### src/rtl/fft_iter_r2.sv
// Iterative in-place radix-2 DIT FFT: bit-reversed load, one butterfly per clock, natural-order unload.
// Define FFT_STAGE_SCALE_EN to halve every butterfly output (overall gain 1/N instead of N).
module fft_iter_r2 #(
    parameter int DATA_WIDTH = 16,
    parameter int N          = 8,
    parameter int TW_WIDTH   = 16
) (
    input  logic                         clk,
    input  logic                         rst,
    input  logic                         in_valid,
    output logic                         in_ready,
    input  logic signed [DATA_WIDTH-1:0] in_real,
    input  logic signed [DATA_WIDTH-1:0] in_imag,
    output logic                         out_valid,
    input  logic                         out_ready,
    output logic signed [DATA_WIDTH-1:0] out_real,
    output logic signed [DATA_WIDTH-1:0] out_imag,
    output logic [$clog2(N)-1:0]         out_index,
    output logic                         out_last,
    output logic                         busy
);
    localparam int  L         = $clog2(N);
    localparam int  SW        = $clog2(L);
    localparam int  FRAC_BITS = TW_WIDTH - 2;
    localparam int  PW        = DATA_WIDTH + TW_WIDTH + 1;
    localparam int  EW        = DATA_WIDTH + 2;
    localparam real PI        = 3.14159265358979323846;

    localparam logic signed [PW-1:0] RND     = PW'(2 ** (FRAC_BITS - 1));
    localparam logic signed [EW-1:0] SAT_MAX = EW'((2 ** (DATA_WIDTH - 1)) - 1);
    localparam logic signed [EW-1:0] SAT_MIN = EW'(-(2 ** (DATA_WIDTH - 1)));

    typedef enum logic [1:0] {S_LOAD, S_CALC, S_OUT} state_t;

    function automatic logic signed [TW_WIDTH-1:0] tw_round(input real x);
        real r;
        r = x * (2.0 ** FRAC_BITS);
        if (r >= 0.0) return TW_WIDTH'($rtoi(r + 0.5));
        else          return TW_WIDTH'(-$rtoi(0.5 - r));
    endfunction

    function automatic logic [L-1:0] bitrev(input logic [L-1:0] v);
        logic [L-1:0] r;
        for (int i = 0; i < L; i++) r[i] = v[L-1-i];
        return r;
    endfunction

    function automatic logic signed [DATA_WIDTH-1:0] sat(input logic signed [EW-1:0] v);
        if (v > SAT_MAX)      return DATA_WIDTH'(SAT_MAX);
        else if (v < SAT_MIN) return DATA_WIDTH'(SAT_MIN);
        else                  return DATA_WIDTH'(v);
    endfunction

    logic signed [TW_WIDTH-1:0] tw_re [N/2];
    logic signed [TW_WIDTH-1:0] tw_im [N/2];

    for (genvar k = 0; k < N/2; k++) begin : g_tw
        localparam logic signed [TW_WIDTH-1:0] TW_RE = tw_round($cos(2.0 * PI * k / N));
        localparam logic signed [TW_WIDTH-1:0] TW_IM = tw_round(-$sin(2.0 * PI * k / N));
        assign tw_re[k] = TW_RE;
        assign tw_im[k] = TW_IM;
    end

    state_t                       state_q, state_d;
    logic [L-1:0]                 cnt_q, cnt_d;
    logic [SW-1:0]                stage_q, stage_d;
    logic [L-2:0]                 bfly_q, bfly_d;
    logic [L-1:0]                 idx_q, idx_d;
    logic signed [DATA_WIDTH-1:0] mem_re_q [N];
    logic signed [DATA_WIDTH-1:0] mem_im_q [N];
    logic signed [DATA_WIDTH-1:0] mem_re_d [N];
    logic signed [DATA_WIDTH-1:0] mem_im_d [N];

    logic [L-1:0]                 b_ext, half, pos, top, bot;
    logic [L-2:0]                 tw_idx;
    logic signed [TW_WIDTH-1:0]   w_re, w_im;
    logic signed [DATA_WIDTH-1:0] a_re, a_im, b_re, b_im;
    logic signed [PW-1:0]         br_x, bi_x, wr_x, wi_x, p_re, p_im;
    logic signed [EW-1:0]         t_re, t_im, s_top_re, s_top_im, s_bot_re, s_bot_im;

    // Butterfly addressing and arithmetic for the current (stage, butterfly) pair.
    always_comb begin
        b_ext  = L'(bfly_q);
        half   = L'(1) << stage_q;
        pos    = b_ext & (half - L'(1));
        top    = (((b_ext >> stage_q) << stage_q) << 1) + pos;
        bot    = top + half;
        tw_idx = pos[L-2:0] << (SW'(L - 1) - stage_q);
        w_re   = tw_re[tw_idx];
        w_im   = tw_im[tw_idx];
        a_re   = mem_re_q[top];
        a_im   = mem_im_q[top];
        b_re   = mem_re_q[bot];
        b_im   = mem_im_q[bot];
        br_x   = PW'(b_re);
        bi_x   = PW'(b_im);
        wr_x   = PW'(w_re);
        wi_x   = PW'(w_im);
        p_re   = br_x * wr_x - bi_x * wi_x;
        p_im   = br_x * wi_x + bi_x * wr_x;
        t_re   = EW'((p_re + RND) >>> FRAC_BITS);
        t_im   = EW'((p_im + RND) >>> FRAC_BITS);
`ifdef FFT_STAGE_SCALE_EN
        s_top_re = (EW'(a_re) + t_re) >>> 1;
        s_top_im = (EW'(a_im) + t_im) >>> 1;
        s_bot_re = (EW'(a_re) - t_re) >>> 1;
        s_bot_im = (EW'(a_im) - t_im) >>> 1;
`else
        s_top_re = EW'(a_re) + t_re;
        s_top_im = EW'(a_im) + t_im;
        s_bot_re = EW'(a_re) - t_re;
        s_bot_im = EW'(a_im) - t_im;
`endif
    end

    always_comb begin
        state_d   = state_q;
        cnt_d     = cnt_q;
        stage_d   = stage_q;
        bfly_d    = bfly_q;
        idx_d     = idx_q;
        mem_re_d  = mem_re_q;
        mem_im_d  = mem_im_q;
        in_ready  = 1'b0;
        out_valid = 1'b0;
        busy      = 1'b0;
        out_real  = '0;
        out_imag  = '0;
        case (state_q)
            S_LOAD: begin
                in_ready = 1'b1;
                if (in_valid) begin
                    mem_re_d[bitrev(cnt_q)] = in_real;
                    mem_im_d[bitrev(cnt_q)] = in_imag;
                    cnt_d = cnt_q + L'(1);
                    if (cnt_q == L'(N - 1)) state_d = S_CALC;
                end
            end
            S_CALC: begin
                busy          = 1'b1;
                mem_re_d[top] = sat(s_top_re);
                mem_im_d[top] = sat(s_top_im);
                mem_re_d[bot] = sat(s_bot_re);
                mem_im_d[bot] = sat(s_bot_im);
                if (bfly_q == (L-1)'(N/2 - 1)) begin
                    bfly_d = '0;
                    if (stage_q == SW'(L - 1)) begin
                        stage_d = '0;
                        state_d = S_OUT;
                    end else begin
                        stage_d = stage_q + SW'(1);
                    end
                end else begin
                    bfly_d = bfly_q + (L-1)'(1);
                end
            end
            S_OUT: begin
                busy      = 1'b1;
                out_valid = 1'b1;
                out_real  = mem_re_q[idx_q];
                out_imag  = mem_im_q[idx_q];
                if (out_ready) begin
                    idx_d = idx_q + L'(1);
                    if (idx_q == L'(N - 1)) state_d = S_LOAD;
                end
            end
            default: state_d = S_LOAD;
        endcase
    end

    assign out_index = idx_q;
    assign out_last  = (state_q == S_OUT) && (idx_q == L'(N - 1));

    // The sample array is not reset; a frame is always fully loaded before use.
    always_ff @(posedge clk) begin
        if (rst) begin
            state_q <= S_LOAD;
            cnt_q   <= '0;
            stage_q <= '0;
            bfly_q  <= '0;
            idx_q   <= '0;
        end else begin
            state_q  <= state_d;
            cnt_q    <= cnt_d;
            stage_q  <= stage_d;
            bfly_q   <= bfly_d;
            idx_q    <= idx_d;
            mem_re_q <= mem_re_d;
            mem_im_q <= mem_im_d;
        end
    end
endmodule

### config.mk
export PLATFORM = sky130hd
export DESIGN_NAME = fft_iter_r2
export DESIGN_NICKNAME = d
export VERILOG_FILES = /design/src/rtl/fft_iter_r2.sv
export SDC_FILE = /design/constraint.sdc
export NUM_CORES = 2
export LEC_CHECK = 0
export ABC_AREA = 1
export CORE_ASPECT_RATIO = 1.2
export CORE_MARGIN = 4
export CORE_UTILIZATION = 34
export CTS_CLUSTER_DIAMETER = 80
export CTS_CLUSTER_SIZE = 40
export DETAILED_ROUTE_END_ITERATION = 16
export HOLD_SLACK_MARGIN = 0.05
export PLACE_DENSITY = 0.51
export SLEW_MARGIN = 15
export SYNTH_ARGS = -nofsm -noshare
export SYNTH_HDL_FRONTEND = slang
export SYNTH_SLANG_ARGS = --single-unit
export TNS_END_PERCENT = 10
### constraint.sdc
create_clock -name clk -period 22.8 [get_ports clk]
set_clock_uncertainty 0.2 [all_clocks]
set_input_delay 3.42 -clock clk [delete_from_list [all_inputs] [get_ports clk]]
set_output_delay 3.42 -clock clk [all_outputs]
set_load 0.1 [all_outputs]
==> results.sh <==
export IMPL_numClockSinks=268
export IMPL_most_frequent_cell_on_the_critical_path="sky130_fd_sc_hd__nand2_1"
export IMPL_setup_viol=0
export IMPL_chipHeight_um=452
export IMPL_post_cts_resized_instances=0
export IMPL_final_cycle_share_pct=74.8
export IMPL_timing_reg2reg_worst_path_depth=67
export IMPL_worst_r2r_setup_slack_ns=5.73
export IMPL_core_rowCount=162
export IMPL_wl_per_cell_um=23.2
export IMPL_post_place_cells=9323
export IMPL_pre_cts_ws_ns=5.90
export IMPL_cts_hold_buffers=0
export IMPL_min_path_cells=2
export IMPL_antenna_left=0
export IMPL_synthFlopType="sky130_fd_sc_hd__edfxtp_1"
export IMPL_crit_arrival_ns=17.19
export IMPL_detail_route_drc_violations=0
export IMPL_slowest_cell_on_crit_path="sky130_fd_sc_hd__nor2_1"
export IMPL_clockRootBuffer="sky130_fd_sc_hd__clkbuf_16"
export IMPL_yosys_warnings=0
export IMPL_hpwl_um=164000
export IMPL_nets=8566
export IMPL_grt_max_degree=143
export IMPL_postCtsSetupRepairBufs=0
export IMPL_report_final_hold_viol_count=0
export IMPL_initial_core_util_pct=34.3
export IMPL_drt_initial_drc_count=4756
export IMPL_status="finished clean"
export IMPL_synth_cells=7270
export IMPL_critical_path_reg2reg_endpoint="mem_im_q[11]"
export IMPL_min_from="cnt_q[1]"
export IMPL_timing_critical_path_to_type="flip-flop"
export IMPL_drt_total_wl_um=217000
export IMPL_final_cell_count_no_fill=9342
export IMPL_cts_buffers=11
export IMPL_max_slew_margin_pct=16.6
export IMPL_tns_ns=0
export IMPL_layout_min_cycle_time_ns=17.07
export IMPL_cts_tree="done"
export IMPL_netlist_cell_type_count=61
export IMPL_final_setup_worst_slack_ns=5.73
export IMPL_port_buffer_count=74
export IMPL_cp_data_required_time_ns=22.92
export IMPL_synthArstFlopShare_pct=0
export IMPL_fp_dieArea_sq_um=171000
export IMPL_final_layout_size_suffix_gt1_share_pct=3.98
export IMPL_hold_end="cnt_q[1]"
export IMPL_clock_h_tree_levels=1
export IMPL_gp_routability_congestion=0.923
export IMPL_io_pin_count=75
export IMPL_layout_area_seq_sq_um=7940
export IMPL_crit_reg2reg_launch="stage_q[0]"
export IMPL_grt_ovfl_total=0
export IMPL_crit_path_kind="flip-flop to flip-flop"
export IMPL_clock_insertion_delay_worst_skew_ns=0.57
export IMPL_area_added_between_synthesis_and_finish_pct=6.79
export IMPL_unrepaired_setup_endpoints_after_global_routing="false"
export IMPL_ctsLongestPathBuffers=3
export IMPL_tightest_slew_ns=1.25
export IMPL_critPathLaunchType="flip-flop"
export IMPL_max_cap_violations=0
export IMPL_detailed_route_vias_per_instance=5.20
export IMPL_final_max_slew_violation_count=0
export IMPL_fillerInstances=17300
export IMPL_area_taken_by_multi_input_logic_gates_sq_um=41000
export IMPL_cpPeakStageDelay_ns=0.73
export IMPL_grt_first_pass_wirelength_um=320000
export IMPL_syn_avg_cell_area_sq_um=7.67
export IMPL_cp_max_fo=29
export IMPL_synth_yosys_seq_area_share_pct=14.2
export IMPL_gr_usage_all_layers_pct=25.2
export IMPL_die_width_um=378
export IMPL_final_core_utilization_pct=36.6
export IMPL_synthesized_cell_area_sq_um=55800
export IMPL_drtPass1Iterations=8
export IMPL_grt_antenna_before_repair=3
export IMPL_holdCritPathClass="flip-flop to flip-flop"
export IMPL_synth_nets=8631
export IMPL_worst_setup_hold_path_clk_slew_ns=0.16
export IMPL_first_global_vias=49100
export IMPL_setup_worst_path_start="stage_q[0]"
export IMPL_synth_edff_count=256
export IMPL_detailroute_via_count=48500
export IMPL_maximum_operating_frequency_ghz=0.0586
export IMPL_yosys_register_bits=268
export IMPL_design_core_area_sq_um=163000
-- per-layer routing --
metal / up-vias / GRT usage (%) / wire [um] / part of all wire, %
met4: 4 / 10.4 / 11200 / 5.2
met3: 528 / 2.98 / 15900 / 7.4
met1: 23800 / 31.3 / 82700 / 38
li1: 22100 / - / - / -
met2: 2126 / 44.4 / 107000 / 49
met5: - / 0 / 26 / 0.012
-- critical path: cells and delay by family, from the launching register on --
kind            cells  cell delay (ns)
compound gates      9             2.83
xor+xnor            1             0.12
fa+ha+maj          13             6.11
buf+inv            19             2.49
flops               1             0.47
simple gates       25             4.54
-- Yosys cell counts, types with 9 or more instances --
cell type                  instances  share of area, %
sky130_fd_sc_hd__o211ai_1         31              0.42
sky130_fd_sc_hd__nor2_1          362               2.4
sky130_fd_sc_hd__nand2_4          38              0.77
sky130_fd_sc_hd__nand3_1         123               1.1
sky130_fd_sc_hd__inv_1          1573                11
sky130_fd_sc_hd__a31oi_1          33              0.37
sky130_fd_sc_hd__xnor2_1          28              0.44
sky130_fd_sc_hd__a21o_1           11              0.15
sky130_fd_sc_hd__a2111o_1         12              0.24
sky130_fd_sc_hd__a211oi_1         12              0.16
sky130_fd_sc_hd__dfxtp_1          12              0.43
sky130_fd_sc_hd__o21ai_1          11             0.099
sky130_fd_sc_hd__o21bai_1         21              0.28
sky130_fd_sc_hd__clkbuf_1        210               1.4
sky130_fd_sc_hd__a311oi_1         13              0.20
sky130_fd_sc_hd__nor3_1           28              0.25
sky130_fd_sc_hd__fa_1            837                30
sky130_fd_sc_hd__xor2_1          137               2.2
sky130_fd_sc_hd__buf_2            34              0.31
sky130_fd_sc_hd__ha_1            488                11
sky130_fd_sc_hd__nand4_1          23              0.26
sky130_fd_sc_hd__or2_2            17              0.19
sky130_fd_sc_hd__o21ai_0         314               2.8
sky130_fd_sc_hd__buf_1            15              0.10
sky130_fd_sc_hd__nand2_2          32              0.36
sky130_fd_sc_hd__edfxtp_1        256                14
sky130_fd_sc_hd__inv_2            12             0.081
sky130_fd_sc_hd__a21oi_1         240               2.2
sky130_fd_sc_hd__buf_4             9              0.12
sky130_fd_sc_hd__a221oi_1         32              0.50
sky130_fd_sc_hd__nand2_1        2097                14
sky130_fd_sc_hd__o22ai_1         124               1.4
-- stage by stage --
stage	hold slack (ns)	area (sq um)
2_1_floorplan	0.274	55800
3_3_place_gp	0.324	59200
3_5_place_dp	0.339	59200
4_1_cts	0.360	59500
5_1_grt	0.396	59500
6_report	0.360	59500
-- worst max-delay path by stage --
stage | end | slack, ns | cells past startpoint
2_1_floorplan | mem_im_q[117] | 10.09 | 63
3_3_place_gp | mem_im_q[106] | 6.13 | 66
3_5_place_dp | mem_im_q[106] | 5.90 | 67
4_1_cts | mem_im_q[106] | 5.86 | 67
5_1_grt | mem_im_q[11] | 4.71 | 69
6_report | mem_im_q[11] | 5.73 | 67
-- flip-flops by register name (all words and copies together), names as in the netlist --
signal,cells
mem_im_q,128
mem_re_q,128
state_q,2
stage_q,2
out_index,3
cnt_q,3
bfly_q,2
-- cells by family after synthesis --
kind of cell	synth area share (%)
XOR/XNOR	2.67
other	0.00673
buffers and inverters	12.8
AO/OA/AOI/OAI	9.39
flip-flops	14.2
AND/OR/NAND/NOR	19.8
adder cells (fa/ha/maj)	41.0
multiplexers	0.0718
-- cell usage in the layout, fill, tap and decap left out, types with 8 or more instances in the layout --
cell type	instances
sky130_fd_sc_hd__or2_2	17
sky130_fd_sc_hd__nor2_4	13
sky130_fd_sc_hd__nand4_1	23
sky130_fd_sc_hd__buf_4	120
sky130_fd_sc_hd__nor2_1	351
sky130_fd_sc_hd__a211oi_1	12
sky130_fd_sc_hd__nor3_1	24
sky130_fd_sc_hd__o21bai_1	21
sky130_fd_sc_hd__a21oi_1	240
sky130_fd_sc_hd__a31oi_1	33
sky130_fd_sc_hd__inv_2	17
sky130_fd_sc_hd__clkbuf_16	11
sky130_fd_sc_hd__xnor2_1	28
sky130_fd_sc_hd__o21ai_1	11
sky130_fd_sc_hd__a2111o_1	12
sky130_fd_sc_hd__xor2_1	137
sky130_fd_sc_hd__nand2_2	32
sky130_fd_sc_hd__fa_1	837
sky130_fd_sc_hd__a221oi_1	31
sky130_fd_sc_hd__nand3_1	122
sky130_fd_sc_hd__nand2_1	2097
sky130_fd_sc_hd__ha_1	486
sky130_fd_sc_hd__inv_1	1567
sky130_fd_sc_hd__o2111ai_1	8
sky130_fd_sc_hd__o31ai_1	8
sky130_fd_sc_hd__o21ai_0	314
sky130_fd_sc_hd__clkdlybuf4s50_1	74
sky130_fd_sc_hd__nand2_4	38
sky130_fd_sc_hd__o211ai_1	31
sky130_fd_sc_hd__edfxtp_1	256
sky130_fd_sc_hd__dfxtp_1	10
sky130_fd_sc_hd__a21o_1	11
sky130_fd_sc_hd__o22ai_1	124
-- final cells by class --
class	count	share of cell area, %
multi-input cells	5136	68.8
flip-flops and latches	268	13.3
inverters	1592	10.0
well taps	2132	4.48
repair buffers	196	2.80
clock buffers	12	0.469
clock inverters	5	0.103
diodes	1	0.00420
Power is left out: the tool's default activity adds up to more than one toggle a clock period on the data nets, which glitch-free logic cannot reach.
